$ cat src/rtl/skid_register_slice_if.sv
// Valid/ready handshake bundle around the skid register slice.
// The slave view belongs to the slice, and the master view belongs to whatever drives it.
interface skid_register_slice_if #(
  parameter int WIDTH = 8
);
  logic             src_vaild;
  logic [WIDTH-1:0] src_data_in;
  logic             src_ready;
  logic             dst_vaild;
  logic [WIDTH-1:0] dst_data_out;
  logic             dst_ready;

  modport slave (
    input  src_vaild, src_data_in, dst_ready,
    output src_ready, dst_vaild, dst_data_out
  );

  modport master (
    output src_vaild, src_data_in, dst_ready,
    input  src_ready, dst_vaild, dst_data_out
  );
endinterface

$ cat src/rtl/skid_register_slice.sv
// Fully registered valid/ready pipeline slice: a main register plus one skid register.
// Both src_ready and dst_vaild come from flops, so ready and valid never form a combinational path.
module skid_register_slice #(
  parameter int WIDTH = 8,
  parameter int CNT_W = 16
) (
  input  logic                 clk,
  input  logic                 s_rst,
  skid_register_slice_if.slave bus,
  input  logic                 clr_cnt,
  output logic [1:0]           occupancy,
  output logic [CNT_W-1:0]     xfer_cnt
);

  // The encoding is the occupancy value, so occupancy can be read directly from the state.
  typedef enum logic [1:0] {
    EMPTY = 2'd0,
    BUSY  = 2'd1,
    FULL  = 2'd2
  } state_t;

  state_t           state_q, state_d;
  logic [WIDTH-1:0] main_q, main_d;
  logic [WIDTH-1:0] skid_q, skid_d;
  logic             src_ready_q;
  logic             dst_vaild_q;
  logic             accept;
  logic             deliver;

  assign accept  = bus.src_vaild & src_ready_q;
  assign deliver = dst_vaild_q & bus.dst_ready;

  // NOTE: every always_comb output gets a default first; a missed branch would otherwise infer a latch.
  always_comb begin
    state_d = state_q;
    main_d  = main_q;
    skid_d  = skid_q;
    unique case (state_q)
      EMPTY: begin
        if (accept) begin
          state_d = BUSY;
          main_d  = bus.src_data_in;
        end
      end
      BUSY: begin
        if (accept && !deliver) begin
          state_d = FULL;
          skid_d  = bus.src_data_in;
        end else if (accept && deliver) begin
          main_d  = bus.src_data_in;
        end else if (deliver) begin
          state_d = EMPTY;
        end
      end
      FULL: begin
        if (deliver) begin
          state_d = BUSY;
          main_d  = skid_q;
        end
      end
      default: state_d = EMPTY;
    endcase
  end

  // NOTE: sequential state uses non-blocking assignments so that every flop samples pre-edge values.
  always_ff @(posedge clk) begin
    if (s_rst) begin
      state_q     <= EMPTY;
      src_ready_q <= 1'b0;
      dst_vaild_q <= 1'b0;
      // NOTE: the data registers are reset too, so dst_data_out reads 0 instead of stale data.
      main_q      <= '0;
      skid_q      <= '0;
    end else begin
      state_q     <= state_d;
      src_ready_q <= (state_d != FULL);
      dst_vaild_q <= (state_d != EMPTY);
      main_q      <= main_d;
      skid_q      <= skid_d;
    end
  end

  // clr_cnt wins over a coincident handshake.
  always_ff @(posedge clk) begin
    if (s_rst || clr_cnt) begin
      xfer_cnt <= '0;
    end else if (deliver) begin
      xfer_cnt <= xfer_cnt + CNT_W'(1);
    end
  end

  assign bus.src_ready    = src_ready_q;
  assign bus.dst_vaild    = dst_vaild_q;
  assign bus.dst_data_out = main_q;
  assign occupancy        = state_q;

endmodule

$ cat src/flat_wrapper.sv
// flat-port wrapper written by rule: the top's interface ports become plain ports
module skid_register_slice_flat 
#(
  parameter int WIDTH = 8,
  parameter int CNT_W = 16
)
  (clk, s_rst, clr_cnt, occupancy, xfer_cnt, bus_src_vaild, bus_src_data_in, bus_dst_ready, bus_src_ready, bus_dst_vaild, bus_dst_data_out);
  skid_register_slice_if #(.WIDTH(WIDTH)) bus_i ();
  input  logic clk;
  input  logic s_rst;
  input  logic clr_cnt;
  output logic [1:0] occupancy;
  output logic [CNT_W-1:0] xfer_cnt;
  input wire logic [$bits(bus_i.src_vaild)-1:0] bus_src_vaild;
  input wire logic [$bits(bus_i.src_data_in)-1:0] bus_src_data_in;
  input wire logic [$bits(bus_i.dst_ready)-1:0] bus_dst_ready;
  output wire logic [$bits(bus_i.src_ready)-1:0] bus_src_ready;
  output wire logic [$bits(bus_i.dst_vaild)-1:0] bus_dst_vaild;
  output wire logic [$bits(bus_i.dst_data_out)-1:0] bus_dst_data_out;
  assign bus_i.src_vaild = bus_src_vaild;
  assign bus_i.src_data_in = bus_src_data_in;
  assign bus_i.dst_ready = bus_dst_ready;
  assign bus_src_ready = bus_i.src_ready;
  assign bus_dst_vaild = bus_i.dst_vaild;
  assign bus_dst_data_out = bus_i.dst_data_out;
  skid_register_slice #(.WIDTH(WIDTH), .CNT_W(CNT_W)) u_core (.clk(clk), .s_rst(s_rst), .bus(bus_i), .clr_cnt(clr_cnt), .occupancy(occupancy), .xfer_cnt(xfer_cnt));
endmodule
$ cat config.mk
export PLATFORM = sky130hd
export DESIGN_NAME = skid_register_slice_flat
export DESIGN_NICKNAME = d
export VERILOG_FILES = /design/src/rtl/skid_register_slice_if.sv /design/src/rtl/skid_register_slice.sv /design/src/flat_wrapper.sv
export SDC_FILE = /design/constraint.sdc
export NUM_CORES = 1
export LEC_CHECK = 0
export BUFFER_PORTS_ARGS = -buffer_cell sky130_fd_sc_hd__buf_4
export CORE_UTILIZATION = 56
export CTS_CLUSTER_SIZE = 8
export DETAILED_ROUTE_END_ITERATION = 16
export PLACE_DENSITY = 0.81
export SETUP_SLACK_MARGIN = 0.1
export SKIP_CTS_REPAIR_TIMING = 1
export SLEW_MARGIN = 30
export SYNTH_ARGS = -nofsm -noshare
export SYNTH_HDL_FRONTEND = slang
export SYNTH_SLANG_ARGS = --single-unit
$ cat constraint.sdc
create_clock -name clk -period 2.22 [get_ports clk]
set_input_delay 0.111 -clock clk [delete_from_list [all_inputs] [get_ports clk]]
set_output_delay 0.111 -clock clk [all_outputs]
set_load 0.03 [all_outputs]
==> key figures, run 1 <==
Synthesis
  • Post-synth top cells: dfxtp_1 (36), nand2_1 (27), nor2_1 (20)
  • Area leader, netlist: dfxtp_1
  • Synth warn: 0
  • Post-synthesis cell type count: 31
  • Synthesized Nets: 192
  • EDFF count, synth: 0
  • Area contributors post-synth: dfxtp_1 (44%), a311oi_2 (6.5%), nand2_1 (6.2%)
  • Asr flop ratio synth: 0%
  • Sequential area share after synthesis: 44.3%
  • Yosys top cell area share: 44.3%
  • Count leader, synth: dfxtp_1
  • Primary FF master, synth: dfxtp_1
  • Seq cells post-synth: 36
  • Syn Inst Count: 178
  • Synthesized area per cell: 9.15 µm²
  • Cell Area, Synth: 1630 µm²

Clock tree
  • Total CTS buffers: 5
  • Clk sinks: 36
  • CTS tree: done
  • Root buf cell: clkbuf_4
  • Clk_lat worst skew: 350 ps
  • CTS H-tree lvls: 2
  • Clock-pin slew on the worst setup and hold paths: 110 ps
  • Clock tree buffer depth: 2

Placed design
  • Post-detail-place hpwl: 2.66 mm
  • Port Buffers: 40
  • Final RePlAce weighted congestion: 0.788

Floorplanning
  • Vert. Die Dim: 55.9 µm
  • I/O pin cnt: 41
  • Die outline width: 55.9 µm
  • CORE AREA: 2760 µm²
  • Die area: 3130 µm²
  • Initial Util: 59.0%
  • Cell Rows: 19

Global routing
  • First-pass GRT wire length: 5.85 mm
  • Grt ovf: 0
  • Initial antenna violation count: 0
  • Pin count of the biggest net entering global routing: 22
  • Global Route Usage Sum: 24.5%
  • Vias in the first global route: 1412

Detailed routing
  • Drt total wl: 3.55 mm
  • Antenna Violating Nets Remaining: 0
  • 1st-pass router iterations: 6
  • DRT iter0 DRCs: 51
  • Vias: 1438
  • Wirelength per Cell: 14.3 µm
  • Via density: 5.78
  • Remaining DRCs: 0

STA
  • Final hold vios: 0
  • Slew Viols, Final: 0
  • Finish-stage setup viols: 0
  • Hold_ws: 6.79 ps
  • Minimum clock period: 1800 ps
  • Worst clock skew: 12.4 ps
  • Max Clk Rate: 556 MHz
  • Worst-margin pin slew: 581 ps
  • TNS Setup: 0 ps
  • Unrepaired setup endpoints after global routing: false
  • Max-Slew Margin vs Limit: 61.2%
  • Final Cycle Share: 81.1%

Critical path
  • R2R Path Start: u_core.bus.dst_vaild$_SDFF_PP0_
  • Critical path arrival: 2000 ps
  • Crit path required time: 2420 ps
  • Crit Path Class: flip-flop to flip-flop
  • CP max FO: 9
  • Worst Setup End Kind: flip-flop
  • FF-to-FF End: u_core.bus.dst_data_out[5]$_SDFFE_PP0P_
  • R2R setup slack: 420 ps
  • Worst Setup Start Kind: flip-flop
  • R2r worst-path depth: 4

Min path
  • Hold path startpoint: bus_src_data_in[3]
  • WHS Path Cells: 3
  • Hold EP: u_core.skid_q[3]$_SDFFE_PP0P_
  • Worst min-delay path category: input port to flip-flop

Power
  • Pleak: 0.000816 µW
  • Max VDD drop: 572 µV
  • Pwr dens: 627 nW/µm²

Final layout
  • Synth-to-layout area growth: 21.6%
  • Share of layout cells above drive strength 1: 28.0%
  • # nets final: 231
  • # diodes: 0
  • Multi-input gate area: 846 µm²
  • Seq. cell area: 721 µm²
  • Layout filler cell count: 226

Flow run
  • Max-Cap Viols: 0

Outcome
  • Status: finished clean
kinds of logic after synthesis:
kind of cell	count (synthesis)	synth area share (%)
adder cells (fa/ha/maj)	1	0.769
multiplexers	8	4.92
XOR/XNOR	11	5.92
flip-flops	36	44.3
AND/OR/NAND/NOR	89	27.1
AO/OA/AOI/OAI	23	13.3
buffers and inverters	10	3.77
worst max-delay path by stage:
stage               slack, ps                             from                                       to  depth (start not counted)
floorplan                 500   u_core.occupancy[1]$_SDFF_PP0_  u_core.bus.dst_data_out[0]$_SDFFE_PP0P_                          6
global placement          550  u_core.bus.dst_vaild$_SDFF_PP0_  u_core.bus.dst_data_out[6]$_SDFFE_PP0P_                          4
detailed placement        450  u_core.bus.dst_vaild$_SDFF_PP0_  u_core.bus.dst_data_out[5]$_SDFFE_PP0P_                          4
CTS                       420  u_core.bus.dst_vaild$_SDFF_PP0_  u_core.bus.dst_data_out[5]$_SDFFE_PP0P_                          4
global route              250  u_core.bus.dst_vaild$_SDFF_PP0_  u_core.bus.dst_data_out[5]$_SDFFE_PP0P_                          4
finish                    420  u_core.bus.dst_vaild$_SDFF_PP0_  u_core.bus.dst_data_out[5]$_SDFFE_PP0P_                          4
power breakdown:
group	switching [µW]	internal, µW
clock network	215	156
registers	18.7	668
logic	107	77.3
critical path, cell delays in order, from the launching register on:
cell	delay, ps
dfxtp_1	430
and2_1	310
o21a_1	330
or2_1	420
a311oi_2	170
placed cells by master (no fill, tap or decap), drive strengths merged:
cell type / n
nand3: 6
a21oi: 8
clkbuf: 8
nand4: 8
buf: 42
and4: 4
o21ai: 4
o21a: 1
mux2i: 8
and3b: 1
a21o: 2
or2b: 1
nor2b: 2
and2: 1
nor2: 20
or3: 3
nor4: 2
dfxtp: 36
ha: 1
or4: 1
xnor2: 5
nand2: 27
nor3: 11
xor2: 6
or2: 2
a311oi: 8
through the flow:
| stage | instance area (µm²) | power [µW] | instances | worst slack (ps) | utilization [%] |
|---|---|---|---|---|---|
| after global routing | 1980 | 1290 | 249 | 250 | 71.8 |
| after detailed placement | 1920 | 887 | 241 | 445 | 69.6 |
| final | 1980 | 1240 | 249 | 420 | 71.8 |
| after CTS | 1980 | 1250 | 249 | 421 | 71.8 |
| after global placement | 1920 | 881 | 241 | 549 | 69.6 |
| after floorplan | 1630 | 824 | 178 | 497 | - |
cell type report:
cell class,count,share of cell area (%)
Sequential cell,36,36.4
Clock buffer,8,2.97
Tap cell,31,1.96
Multi-Input combinational cell,132,42.7
Timing Repair Buffer,42,15.9
metal layers:
layer	global-route usage, %	vias to the layer above	share of wire [%]
li1	-	711	-
met1	23.7	680	39
met2	46.1	39	54
met3	8.14	8	4.6
met4	12.2	0	2.4
met5	0	-	0
registers in the layout (all words and copies together) (netlist names):
name,cells
u_core.skid_q,8
u_core.bus.dst_vaild,1
u_core.occupancy,2
u_core.bus.dst_data_out,8
u_core.xfer_cnt,16
u_core.bus.src_ready,1
Power figures use the tool's default switching activity.
==> run 2: changes to the inputs <==
--- a/config.mk
+++ b/config.mk
@@ -6,10 +6,10 @@
 export NUM_CORES = 1
 export LEC_CHECK = 0
 export BUFFER_PORTS_ARGS = -buffer_cell sky130_fd_sc_hd__buf_4
-export CORE_UTILIZATION = 56
+export CORE_UTILIZATION = 52
 export CTS_CLUSTER_SIZE = 8
 export DETAILED_ROUTE_END_ITERATION = 16
-export PLACE_DENSITY = 0.81
+export PLACE_DENSITY = 0.76
 export SETUP_SLACK_MARGIN = 0.1
 export SKIP_CTS_REPAIR_TIMING = 1
 export SLEW_MARGIN = 30
==> constraint.sdc (replaced) <==
create_clock -name clk -period 1.8 [get_ports clk]
set_input_delay 0.09 -clock clk [delete_from_list [all_inputs] [get_ports clk]]
set_output_delay 0.09 -clock clk [all_outputs]
set_load 0.03 [all_outputs]
==> run 2 against run 1 <==
  * The flow now finishes with violations (design-rule violations, negative hold slack)
  * Utilization up 1.4 points
  * Wire length down 0.28%
  * Register-to-register slack worse by 150 ps
  * Maximum frequency up 18%
  * Flip-flop and latch count unchanged
  * Sequential power up 23%
  * Final cell count up 2.8%
  * Critical path depth unchanged
  * Clock skew down 5.1 ps
  * Power up 39%
  * Largest cell class unchanged
  * Largest power group unchanged
==> key figures, run 2 (same netlist as run 1, synthesis figures left out) <==
Clock tree
  • Root buf cell: clkbuf_4
  • Clk sinks: 36 (unchanged)
  • Clk_lat worst skew: 340 ps (about the same)
  • Total CTS buffers: 5 (unchanged)
  • Clock-pin slew on the worst setup and hold paths: 110 ps (about the same)
  • Clock tree buffer depth: 2 (unchanged)
  • CTS H-tree lvls: 2 (unchanged)
  • CTS tree: done

Power
  • Max VDD drop: 854 µV (+49%)
  • Switching fraction of total power: 24.8% (-2.6 points)
  • Pwr dens: 828 nW/µm² (+32%)
  • Logic pwr share: 14.0% (-0.8 points)
  • Pleak: 0.000867 µW (+6.3%)
  • Internal: 1300 µW (+44%)
  • Switch Pwr: 429 µW (+26%)
  • Clk network pwr share: 37.0% (+7.1 points)
  • Sequential power share: 49.0% (-6.3 points)
  • Total power: 1730 µW (+39%)

Min path
  • Worst min-delay path category: input port to flip-flop

Critical path
  • FF-to-FF End: u_core.xfer_cnt[15]$_SDFFE_PP0P_
  • CP Cell Sequence: and4_1, nand4_1, or3_1, a21oi_1
  • Crit path required time: 2080 ps (-340 ps)
  • R2r worst-path depth: 4 (unchanged)
  • Worst Setup EP: u_core.xfer_cnt[15]$_SDFFE_PP0P_
  • Critical path arrival: 1810 ps (-190 ps)
  • Slowest cell on the critical path: dfxtp_1
  • R2R setup slack: 270 ps (-150 ps)
  • Worst Setup Start Kind: flip-flop
  • Crit Path Class: flip-flop to flip-flop
  • Worst Setup End Kind: flip-flop
  • CP max FO: 8 (-1)
  • Max incr delay on CP: 460 ps (+30 ps)
  • Crit. Startpoint: u_core.xfer_cnt[3]$_SDFFE_PP0P_
  • R2R Path Start: u_core.xfer_cnt[3]$_SDFFE_PP0P_

Placed design
  • Post-detail-place hpwl: 2.54 mm (-4.6%)
  • Area after DPL: 1940 µm² (+0.91%)
  • Final RePlAce weighted congestion: 0.848 (+7.6%)
  • Port Buffers: 40 (unchanged)

Floorplanning
  • Die outline width: 58.0 µm (+3.6%)
  • Vert. Die Dim: 58.0 µm (+3.6%)
  • I/O pin cnt: 41 (unchanged)
  • Cell Rows: 19 (unchanged)
  • Die area: 3360 µm² (+7.4%)
  • Initial Util: 57.1% (-2.0 points)
  • CORE AREA: 2850 µm² (+3.4%)

Global routing
  • Vias in the first global route: 1373 (-2.8%)
  • First-pass GRT wire length: 6.05 mm (+3.4%)
  • Grt ovf: 0 (unchanged)
  • Global Route Usage Sum: 24.2% (-0.37 points)
  • Pin count of the biggest net entering global routing: 22 (unchanged)
  • Initial antenna violation count: 0 (unchanged)

STA
  • Worst clock skew: 7.26 ps (-5.09 ps)
  • Slew Viols, Final: 0 (unchanged)
  • TNS Setup: 0 ps (unchanged)
  • Hold_ws: -18.7 ps (-25.5 ps)
  • Final Cycle Share: 85.1% (+4.0 points)
  • Max Clk Rate: 653 MHz (+18%)
  • Minimum clock period: 1530 ps (-268 ps)
  • Finish-stage setup viols: 0 (unchanged)
  • Final hold vios: 2 (+2)
  • Unrepaired setup endpoints after global routing: false
  • Worst-margin pin slew: 356 ps (-225 ps)
  • Max-Slew Margin vs Limit: 76.0% (+15 points)

Final layout
  • Largest register FFs: 16 (unchanged)
  • Commonest non-fill, non-tap cell in the layout: buf_4
  • Core Util, Final: 73.2% (+1.4 points)
  • Synth-to-layout area growth: 28.2%
  • Largest Register: u_core.xfer_cnt
  • Non-Filler Cell Area, Final: 2090 µm² (+5.4%)
  • # nets final: 238 (+3.0%)
  • Most frequent cells in the layout: buf_4 (44), dfxtp_1 (33), nand2_1 (27)
  • Share of layout cells above drive strength 1: 30.7% (+2.7 points)
  • # diodes: 0 (unchanged)
  • Layout filler cell count: 229 (+1.3%)

Detailed routing
  • Remaining DRCs: 2 (+2)
  • Vias: 1436 (-0.14%)
  • Drt total wl: 3.54 mm (-0.28%)
  • Via density: 5.61 (-2.9%)
  • DRT iter0 DRCs: 55 (+7.8%)
  • Antenna Violating Nets Remaining: 0 (unchanged)
  • 1st-pass router iterations: 10 (+4)
  • Wirelength per Cell: 13.8 µm (-3.0%)

Outcome
  • Failing checks: design-rule violations, negative hold slack
  • Status: finished, violations left

Flow run
  • Max-Cap Viols: 0 (unchanged)
[run 2: cell types whose count changed in the layout (fill, tap and decap cells not counted), sizes merged]
cell,change
clkbuf,-1
bufinv,+1
buf,+2
dlygate4sd3,+5
[run 2: final cells by class]
type	instances	area, µm²	share of cell area [%]
repair buffers	49	380	18.2
multi-input cells	132	848	40.6
clock buffers	7	65.1	3.12
well taps	31	38.8	1.86
flip-flops and latches	36	724	34.7
clock inverters	1	30.0	1.44
[run 2: metrics by stage]
stage,worst slack (ps),instances
global route,144,256
CTS,135,251
floorplan,138,178
finish,268,256
detailed placement,163,243
global placement,222,243
[run 2: worst min path at each step]
stage,from,to,depth (start not counted)
CTS,bus_src_data_in[7],u_core.skid_q[7]$_SDFFE_PP0P_,3
global placement,bus_src_data_in[2],u_core.skid_q[2]$_SDFFE_PP0P_,3
floorplan,bus_src_data_in[0],u_core.skid_q[0]$_SDFFE_PP0P_,2
global route,bus_src_data_in[1],u_core.skid_q[1]$_SDFFE_PP0P_,3
finish,bus_src_data_in[7],u_core.skid_q[7]$_SDFFE_PP0P_,3
detailed placement,bus_src_data_in[6],u_core.skid_q[6]$_SDFFE_PP0P_,3
[run 2: worst max-delay path: cells and delay by family (launching register included)]
family	cells	cell delay (ps)
and+or+nand+nor	3	870
AOI/OAI and AO/OA	1	140
DFF	1	460
[run 2: power groups by stage]
| stage | clock network, µW | registers (µW) | logic [µW] |
|---|---|---|---|
| global placement | 0 | 863 | 227 |
| floorplan | 0 | 907 | 110 |
| detailed placement | 0 | 864 | 231 |
| CTS | 656 | 847 | 231 |
| global route | 688 | 851 | 260 |
| finish | 640 | 847 | 241 |
[run 2: per-layer routing]
layer	GRT usage (%)	routed length (µm)	share of wire [%]	up-vias
met5	0	0	0	-
met4	13.3	106	3.0	0
met3	8.04	174	4.9	11
met2	40.1	1750	49	38
met1	27.4	1510	43	667
li1	-	-	-	720
